**src/rtl/xo_decode_queue.sv**
```systemverilog
// XO-form decoder for POWER ISA opcode-31 arithmetic instructions, with legality
// checking and a small output FIFO handing decoded entries to dispatch.
module xo_decode_queue #(
    parameter int opcodeWidth      = 6,
    parameter int xOpCodeWidth     = 9,
    parameter int regWidth         = 5,
    parameter int instructionWidth = 32,
    parameter int addrWidth        = 64,
    parameter int fifoDepth        = 4,
    parameter int FXUnitCode       = 0,
    parameter int TrapUnitCode     = 4
) (
    input  logic                          clock_i,
    input  logic                          resetn_i,
    input  logic                          enable_i,
    input  logic [instructionWidth-1:0]   instruction_i,
    input  logic [addrWidth-1:0]          pc_i,
    input  logic                          mode64_i,
    input  logic                          flush_i,
    input  logic                          ready_i,
    output logic                          stall_o,
    output logic                          enable_o,
    output logic [regWidth-1:0]           reg1_o,
    output logic [regWidth-1:0]           reg2_o,
    output logic [regWidth-1:0]           reg3_o,
    output logic [xOpCodeWidth-1:0]       xOpCode_o,
    output logic                          bit1_o,
    output logic                          bit2_o,
    output logic [2:0]                    functionalUnitCode_o,
    output logic                          illegal_o,
    output logic [addrWidth-1:0]          pc_o,
    output logic [$clog2(fifoDepth):0]    count_o
);

    localparam int PTR_W = $clog2(fifoDepth);
    localparam int CNT_W = PTR_W + 1;

    // Instruction fields use big-endian numbering: ISA bit k is vector bit (W-1-k).
    localparam int OP_MSB = instructionWidth - 1;
    localparam int RT_MSB = OP_MSB - opcodeWidth;
    localparam int RA_MSB = RT_MSB - regWidth;
    localparam int RB_MSB = RA_MSB - regWidth;
    localparam int OE_POS = RB_MSB - regWidth;
    localparam int XO_MSB = OE_POS - 1;

    localparam logic [opcodeWidth-1:0] OPCODE_XO = opcodeWidth'(6'd31);
    localparam logic [2:0]             FX_CODE   = 3'(FXUnitCode);
    localparam logic [2:0]             TRAP_CODE = 3'(TrapUnitCode);
    localparam logic [CNT_W-1:0]       DEPTH_C   = CNT_W'(fifoDepth);

    typedef struct packed {
        logic [regWidth-1:0]     rt;
        logic [regWidth-1:0]     ra;
        logic [regWidth-1:0]     rb;
        logic [xOpCodeWidth-1:0] xop;
        logic                    oe;
        logic                    rc;
        logic [2:0]              fu;
        logic                    illegal;
        logic [addrWidth-1:0]    pc;
    } entry_t;

    function automatic logic is_supported(input logic [xOpCodeWidth-1:0] xop);
        case (xop)
            9'd266, 9'd40,  9'd10,  9'd8,   9'd138, 9'd136, 9'd234,
            9'd232, 9'd200, 9'd202, 9'd104, 9'd235, 9'd75,  9'd11,
            9'd491, 9'd459, 9'd427, 9'd395, 9'd233, 9'd73,  9'd9,
            9'd489, 9'd457, 9'd425, 9'd393, 9'd74:  is_supported = 1'b1;
            default:                                is_supported = 1'b0;
        endcase
    endfunction

    // Doubleword multiply/divide forms, only legal in 64-bit mode.
    function automatic logic is_dword_op(input logic [xOpCodeWidth-1:0] xop);
        case (xop)
            9'd233, 9'd73, 9'd9, 9'd489, 9'd457, 9'd425, 9'd393: is_dword_op = 1'b1;
            default:                                             is_dword_op = 1'b0;
        endcase
    endfunction

    // Forms whose bit 21 is reserved rather than an OE flag.
    function automatic logic is_oe_reserved(input logic [xOpCodeWidth-1:0] xop);
        case (xop)
            9'd75, 9'd11, 9'd73, 9'd9, 9'd74: is_oe_reserved = 1'b1;
            default:                          is_oe_reserved = 1'b0;
        endcase
    endfunction

    entry_t                mem_r [fifoDepth];
    logic [PTR_W-1:0]      wr_ptr_r;
    logic [PTR_W-1:0]      rd_ptr_r;
    logic [CNT_W-1:0]      count_r;

    entry_t                entry_s;
    entry_t                head_s;
    logic                  full_s;
    logic                  nonempty_s;
    logic                  accept_s;
    logic                  decodable_s;
    logic                  push_s;
    logic                  pop_s;

    assign full_s     = (count_r == DEPTH_C);
    assign nonempty_s = (count_r != {CNT_W{1'b0}});

    // Decode the incoming instruction into a candidate queue entry.
    always_comb begin
        entry_s         = '0;
        entry_s.rt      = instruction_i[RT_MSB -: regWidth];
        entry_s.ra      = instruction_i[RA_MSB -: regWidth];
        entry_s.rb      = instruction_i[RB_MSB -: regWidth];
        entry_s.oe      = instruction_i[OE_POS];
        entry_s.xop     = instruction_i[XO_MSB -: xOpCodeWidth];
        entry_s.rc      = instruction_i[0];
        entry_s.pc      = pc_i;
        entry_s.illegal = (!mode64_i && is_dword_op(entry_s.xop)) ||
                          (entry_s.oe && is_oe_reserved(entry_s.xop));
        entry_s.fu      = entry_s.illegal ? TRAP_CODE : FX_CODE;
        decodable_s     = (instruction_i[OP_MSB -: opcodeWidth] == OPCODE_XO) &&
                          is_supported(entry_s.xop);
    end

    // Handshake qualification; flush suppresses both push and pop.
    always_comb begin
        accept_s = enable_i && !full_s && !flush_i;
        push_s   = accept_s && decodable_s;
        pop_s    = nonempty_s && ready_i && !flush_i;
    end

    // Entry storage, cleared on reset so idle outputs read as zero.
    always_ff @(posedge clock_i or negedge resetn_i) begin
        if (!resetn_i) begin
            for (int i = 0; i < fifoDepth; i++) begin
                mem_r[i] <= '0;
            end
        end else if (push_s) begin
            mem_r[wr_ptr_r] <= entry_s;
        end
    end

    // Pointers wrap naturally because the depth is a power of two.
    always_ff @(posedge clock_i or negedge resetn_i) begin
        if (!resetn_i) begin
            wr_ptr_r <= '0;
            rd_ptr_r <= '0;
            count_r  <= '0;
        end else if (flush_i) begin
            wr_ptr_r <= '0;
            rd_ptr_r <= '0;
            count_r  <= '0;
        end else begin
            if (push_s) begin
                wr_ptr_r <= wr_ptr_r + PTR_W'(1);
            end
            if (pop_s) begin
                rd_ptr_r <= rd_ptr_r + PTR_W'(1);
            end
            case ({push_s, pop_s})
                2'b10:   count_r <= count_r + CNT_W'(1);
                2'b01:   count_r <= count_r - CNT_W'(1);
                default: count_r <= count_r;
            endcase
        end
    end

    assign head_s               = mem_r[rd_ptr_r];
    assign stall_o              = full_s;
    assign enable_o             = nonempty_s;
    assign count_o              = count_r;
    assign reg1_o               = head_s.rt;
    assign reg2_o               = head_s.ra;
    assign reg3_o               = head_s.rb;
    assign xOpCode_o            = head_s.xop;
    assign bit1_o               = head_s.oe;
    assign bit2_o               = head_s.rc;
    assign functionalUnitCode_o = head_s.fu;
    assign illegal_o            = head_s.illegal;
    assign pc_o                 = head_s.pc;

endmodule

```
**config.mk**
```make
export PLATFORM = sky130hd
export DESIGN_NAME = xo_decode_queue
export DESIGN_NICKNAME = d
export VERILOG_FILES = /design/src/rtl/xo_decode_queue.sv
export SDC_FILE = /design/constraint.sdc
export NUM_CORES = 1
export LEC_CHECK = 0
export CAP_MARGIN = 40
export CORE_MARGIN = 3
export CORE_UTILIZATION = 55
export DETAILED_ROUTE_END_ITERATION = 6
export PLACE_DENSITY = 0.79
export SYNTH_ARGS = -nofsm -noshare
export SYNTH_HDL_FRONTEND = slang
export SYNTH_SLANG_ARGS = --single-unit
```
**constraint.sdc**
```tcl
create_clock -name clock_i -period 6.4 [get_ports clock_i]
set_clock_uncertainty 0.2 [all_clocks]
set_input_delay 0.64 -clock clock_i [delete_from_list [all_inputs] [get_ports clock_i]]
set_output_delay 0.64 -clock clock_i [all_outputs]
set_load 0.01 [all_outputs]
```
==> results.sh, run 1 <==
export IMPL_mappedNetlistArea_um2=16190
export IMPL_yosysWarnings=0
export IMPL_ys_flop_type="dfrtp_1"
export IMPL_crit_type="flip-flop to output port"
export IMPL_worstMarginPinSlew_ps=813.9
export IMPL_vias_per_cell=5.707
export IMPL_synth_edff_count=0
export IMPL_worstSkewPairLatency_ps=510
export IMPL_cts_resized=0
export IMPL_r2r_start="count_o[1]"
export IMPL_fin_total_pwr_uw=4757
export IMPL_setup_tns_ps=0
export IMPL_dieWidth_um=177.6
export IMPL_hp_class="flip-flop to flip-flop"
export IMPL_yosys_top_cells_area="dfrtp_1, mux2_1, mux4_2"
export IMPL_synth_seq_cells=371
export IMPL_cp_max_fo=53
export IMPL_core_area_um2=28860
export IMPL_area_growth_syn_to_layout_pct=23.19
export IMPL_max_freq_ghz=0.2695
export IMPL_setup_viol=0
export IMPL_htreeDepth=2
export IMPL_slew_limit_headroom_pct=45.74
export IMPL_drcViolationCount=0
export IMPL_final_nets=1263
export IMPL_io_buffer_count=198
export IMPL_netlist_instances=961
export IMPL_final_antenna_net_count=0
export IMPL_required_ps=5560
export IMPL_detailed_place_hpwl_mm=20.67
export IMPL_grt_pass1_vias=9858
export IMPL_rsz0062_at_grt="no"
export IMPL_yosysSeqAreaShare_pct=57.33
export IMPL_end_kind="output port"
export IMPL_vdd_drop_max_v=0.0001423
export IMPL_worstPathArrival_ps=2870
export IMPL_cts_buffers=40
export IMPL_r2r_setup_slack_ps=3380
export IMPL_whs_path_depth=1
export IMPL_synth_cell_type_count=37
export IMPL_rr_endpoint="mem_r[78]"
export IMPL_synthArstFlopShare_pct=100.0
export IMPL_routed_wirelength_mm=33.00
export IMPL_firstDrtPassIters=4
export IMPL_dieArea_um2=31540
export IMPL_path_clk_slew_ps=60
export IMPL_grt_pass1_wl_mm=53.99
export IMPL_grt_ovfl_total=0
export IMPL_drv_slew=0
export IMPL_synth_most_common_cell="dfrtp_1"
export IMPL_vias=8960
export IMPL_cts_tree="yes"
export IMPL_hold_viol_final=0
export IMPL_wl_per_cell_um=21.02
export IMPL_status="complete, no violations"
export IMPL_std_cell_rows=62
export IMPL_start_kind="flip-flop"
export IMPL_postCtsSetupBuffers=0
export IMPL_grt_max_degree=143
export IMPL_ctsRootBufferMaster="clkbuf_16"
export IMPL_layout_worst_path_cycle_share_pct=57.98
export IMPL_cts_hold_buf=1
export IMPL_start_util_pct=56.12
export IMPL_p_leak_uw=0.009749
export IMPL_cellPowerDensity_nw_per_um2=238.4
export IMPL_avgSynthCellArea_um2=16.85
export IMPL_drv_cap=0
export IMPL_die_h_um=177.6
export IMPL_drive_above_1_share_pct=23.88
export IMPL_antenna_found_initial=1
export IMPL_place_congestion=0.7509
export IMPL_synth_top_area_share_pct=57.33
export IMPL_io_pins=201
export IMPL_holdWs_ps=263.8
export IMPL_cts_buffer_depth=3
export IMPL_min_from="mem_r[167]"
export IMPL_final_min_clock_period_ps=3711
export IMPL_cts_sinks=371
export IMPL_worst_r2r_path_depth=8
export IMPL_min_to="mem_r[167]"
export IMPL_synth_area_leader_cell="dfrtp_1"
export IMPL_synth_common_cells="dfrtp_1, mux2_1, mux2_2"
export IMPL_track_usage_pct=21.65
export IMPL_drt_initial_drc_count=508
## worst max path at each step
stage                     slack [ps]        startpoint  cells after the start         end
after global placement          1890           flush_i                      7  mem_r[264]
after global routing            2540       rd_ptr_r[0]                      3      bit2_o
after CTS                       2620       rd_ptr_r[0]                      3      bit2_o
after detailed placement        2300  instruction_i[6]                      9  count_o[2]
final                           2690       rd_ptr_r[1]                      4    pc_o[10]
after floorplan                 3370  instruction_i[6]                     10  count_o[2]
## state kept, by name (all words and copies together), names as in the netlist
name / flops
mem_r: 364
count_o: 3
rd_ptr_r: 2
wr_ptr_r: 2
## layout make-up
class                      count  area (µm²)
antenna                        1       2.502
clock buffer                  62        1204
clock inverter                 9       85.08
fill                        1913        8907
inverter                       3       11.26
multi-input combinational    521        6579
sequential                   371        9291
tap                          384       480.5
timing repair buffer         219        2297
## worst max-delay path, stage by stage (launching register included)
cell and delay (ps):
dfrtp_4 580, buf_16 350, buf_4 480, mux4_2 380
clkdlybuf4s50_1 540
## stage by stage
stage               std cells  setup slack (ps)  utilization (%)  instance area, µm²
floorplan                 962              3369                -               16200
global route             1570              2540            69.13               19950
finish                   1570              2689            69.13               19950
detailed placement       1497              2301            64.62               18650
CTS                      1569              2621            69.13               19950
global placement         1490              1886            64.05               18480
## where the power goes
group          leakage (µW)  internal, µW  switching [µW]  total [µW]
clock              0.000640          1330             883        2220
sequential          0.00518          2350            3.85        2360
combinational       0.00393          86.7            98.7         185
total               0.00975          3770             985        4760
## cells in the final DEF (no fill, tap or decap), types with 3 or more instances in the layout
master / count
clkbuf_8: 12
nand2b_1: 7
clkbuf_16: 40
mux2_1: 245
nor3b_1: 3
o2111ai_4: 4
nand2_1: 10
inv_1: 3
clkinv_2: 6
and2_1: 9
buf_12: 4
o21ai_0: 10
ha_1: 4
clkbuf_1: 10
dfrtp_1: 369
mux2i_1: 3
buf_4: 11
xor2_1: 3
clkdlybuf4s50_1: 197
nor2_1: 8
mux2_2: 101
buf_16: 5
mux4_2: 91
## cells by family after synthesis
group                      after synthesis  synth area share, %
muxes                                  440                36.90
xor gates and xnor gates                 3               0.1623
buffers and inverters                   70                2.503
AOI/OAI and AO/OA                       21               0.8808
other                                    1              0.02316
adders and majority gates                5               0.4327
and+or+nand+nor                         50                1.769
DFF                                    371                57.33
## per-layer routing
layer	wire (µm)	global-route usage (%)	part of all wire [%]	up-vias
li1	-	-	-	3970
met1	14580	30.65	44	4777
met2	16180	35.35	49	174
met3	1710	4.472	5.2	39
met4	522	4.418	1.6	0
met5	0	0	0	-
Power figures use the tool's default switching activity.
==> run 2, diff against run 1 <==
- clock period: 6.4 -> 3.7 ns (I/O delays scaled with it)
==> results.sh, run 2 (synthesized netlist as in run 1, its figures left out) <==
export IMPL_final_min_clock_period_ps=3149
export IMPL_dieWidth_um=177.6
export IMPL_fin_util_pct=69.97
export IMPL_rr_endpoint="count_o[2]"
export IMPL_dieArea_um2=31540
export IMPL_drt_initial_drc_count=325
export IMPL_vias_per_cell=5.739
export IMPL_detailed_place_hpwl_mm=20.14
export IMPL_diodes=0
export IMPL_ctsRootBufferMaster="clkbuf_16"
export IMPL_cp_max_fo=34
export IMPL_cts_buffer_depth=3
export IMPL_io_buffer_count=198
export IMPL_most_common_layout_cells="dfrtp_1, mux2_1, clkdlybuf4s50_1"
export IMPL_place_congestion=0.7010
export IMPL_start_util_pct=56.12
export IMPL_setup_viol=0
export IMPL_drv_cap=0
export IMPL_drcViolationCount=0
export IMPL_area_growth_syn_to_layout_pct=24.69
export IMPL_fill_cells=1921
export IMPL_layout_commonest_cell="dfrtp_1"
export IMPL_r2r_start="count_o[2]"
export IMPL_vdd_drop_max_v=0.0003296
export IMPL_htreeDepth=2
export IMPL_end_kind="output port"
export IMPL_startpoint="rd_ptr_r[0]"
export IMPL_rsz0062_at_grt="no"
export IMPL_cellPowerDensity_nw_per_um2=430.3
export IMPL_worstSkewPairLatency_ps=520
export IMPL_p_leak_uw=0.009881
export IMPL_die_h_um=177.6
export IMPL_grt_pass1_wl_mm=54.30
export IMPL_status="complete, no violations"
export IMPL_multi_input_area_um2=6579
export IMPL_postCtsSetupBuffers=0
export IMPL_setup_tns_ps=0
export IMPL_drive_above_1_share_pct=24.81
export IMPL_max_freq_ghz=0.3176
export IMPL_r2r_setup_slack_ps=1000
export IMPL_layout_worst_path_cycle_share_pct=85.10
export IMPL_grt_pass1_vias=9958
export IMPL_worstPathArrival_ps=2580
export IMPL_routed_wirelength_mm=33.04
export IMPL_grt_ovfl_total=0
export IMPL_holdWs_ps=252.1
export IMPL_track_usage_pct=21.79
export IMPL_worstMarginPinSlew_ps=726.4
export IMPL_slew_limit_headroom_pct=51.57
export IMPL_vias=9051
export IMPL_cp_endpoint="functionalUnitCode_o[2]"
export IMPL_cts_tree="yes"
export IMPL_worst_r2r_path_depth=8
export IMPL_cts_sinks=371
export IMPL_grt_max_degree=87
export IMPL_hold_viol_final=0
export IMPL_final_nets=1268
export IMPL_top_register="mem_r"
export IMPL_path_clk_slew_ps=60
export IMPL_wl_per_cell_um=20.95
export IMPL_final_antenna_net_count=0
export IMPL_crit_type="flip-flop to output port"
export IMPL_cts_buffers=41
export IMPL_largest_reg_flops=364
export IMPL_antenna_found_initial=1
export IMPL_regArea_um2=9291
export IMPL_std_cell_rows=62
export IMPL_fin_total_pwr_uw=8688
export IMPL_io_pins=201
export IMPL_required_ps=3130
export IMPL_core_area_um2=28860
export IMPL_start_kind="flip-flop"
export IMPL_hp_class="input pin to asynchronous set/reset pin"
export IMPL_drv_slew=0
export IMPL_firstDrtPassIters=5
[run 2: cell types whose count changed in the layout (fill, tap and decap cells not counted), moves of 2 or more]
cell	delta
buf_12	+11
buf_16	-5
clkbuf_1	-5
bufinv_16	+4
clkbuf_16	+3
buf_4	-2
clkinv_2	+2
[run 2: where the power goes]
part	internal [µW]	total (µW)	switching (µW)	leakage, µW
registers	4070	4070	5.77	0.00518
logic	153	322	169	0.00397
clock network	2710	4290	1590	0.000729
[run 2: area by class of cell]
| cell class | count | share of cell area, % |
|---|---|---|
| multi-input cells | 521 | 32.58 |
| clock inverters | 15 | 1.022 |
| flip-flops and latches | 371 | 46.01 |
| clock buffers | 60 | 6.240 |
| inverters | 3 | 0.05577 |
| well taps | 384 | 2.379 |
| repair buffers | 223 | 11.71 |
[run 2: metal layers]
metal / wire (µm) / GRT usage (%) / up-vias
li1: - / - / 3994
met1: 14280 / 29.94 / 4801
met2: 16360 / 36.24 / 199
met3: 1720 / 4.429 / 55
met4: 670 / 5.137 / 2
met5: 13 / 0 / -
[run 2: per-stage QoR]
step | area [µm²] | cells | setup slack [ps]
floorplan | 16200 | 962 | 938.7
global placement | 18720 | 1501 | 440.7
detailed placement | 18720 | 1501 | 385.0
CTS | 20190 | 1577 | 476.2
global route | 20190 | 1577 | 439.7
finish | 20190 | 1577 | 551.3
[run 2: worst min path at each step]
stage	start	endpoint	slack (ps)	cells past startpoint
after floorplan	resetn_i	count_o[0]	-130	0
after global placement	resetn_i	mem_r[240]	230	1
after detailed placement	resetn_i	mem_r[240]	230	1
after CTS	resetn_i	mem_r[240]	270	2
after global routing	mem_r[167]	mem_r[167]	290	1
final	resetn_i	mem_r[240]	250	2
[run 2: repair_timing]
| item | in CTS | in global routing |
|---|---|---|
| resized for setup | 0 | 0 |
| hold buffers | 1 | 0 |
| hold endpoints to repair | 80 | 0 |
[run 2: worst max-delay path: stages, from the launching register on]
cell             delay (ps)
dfrtp_4                 600
buf_12                  320
mux4_2                  600
clkdlybuf4s50_1         510
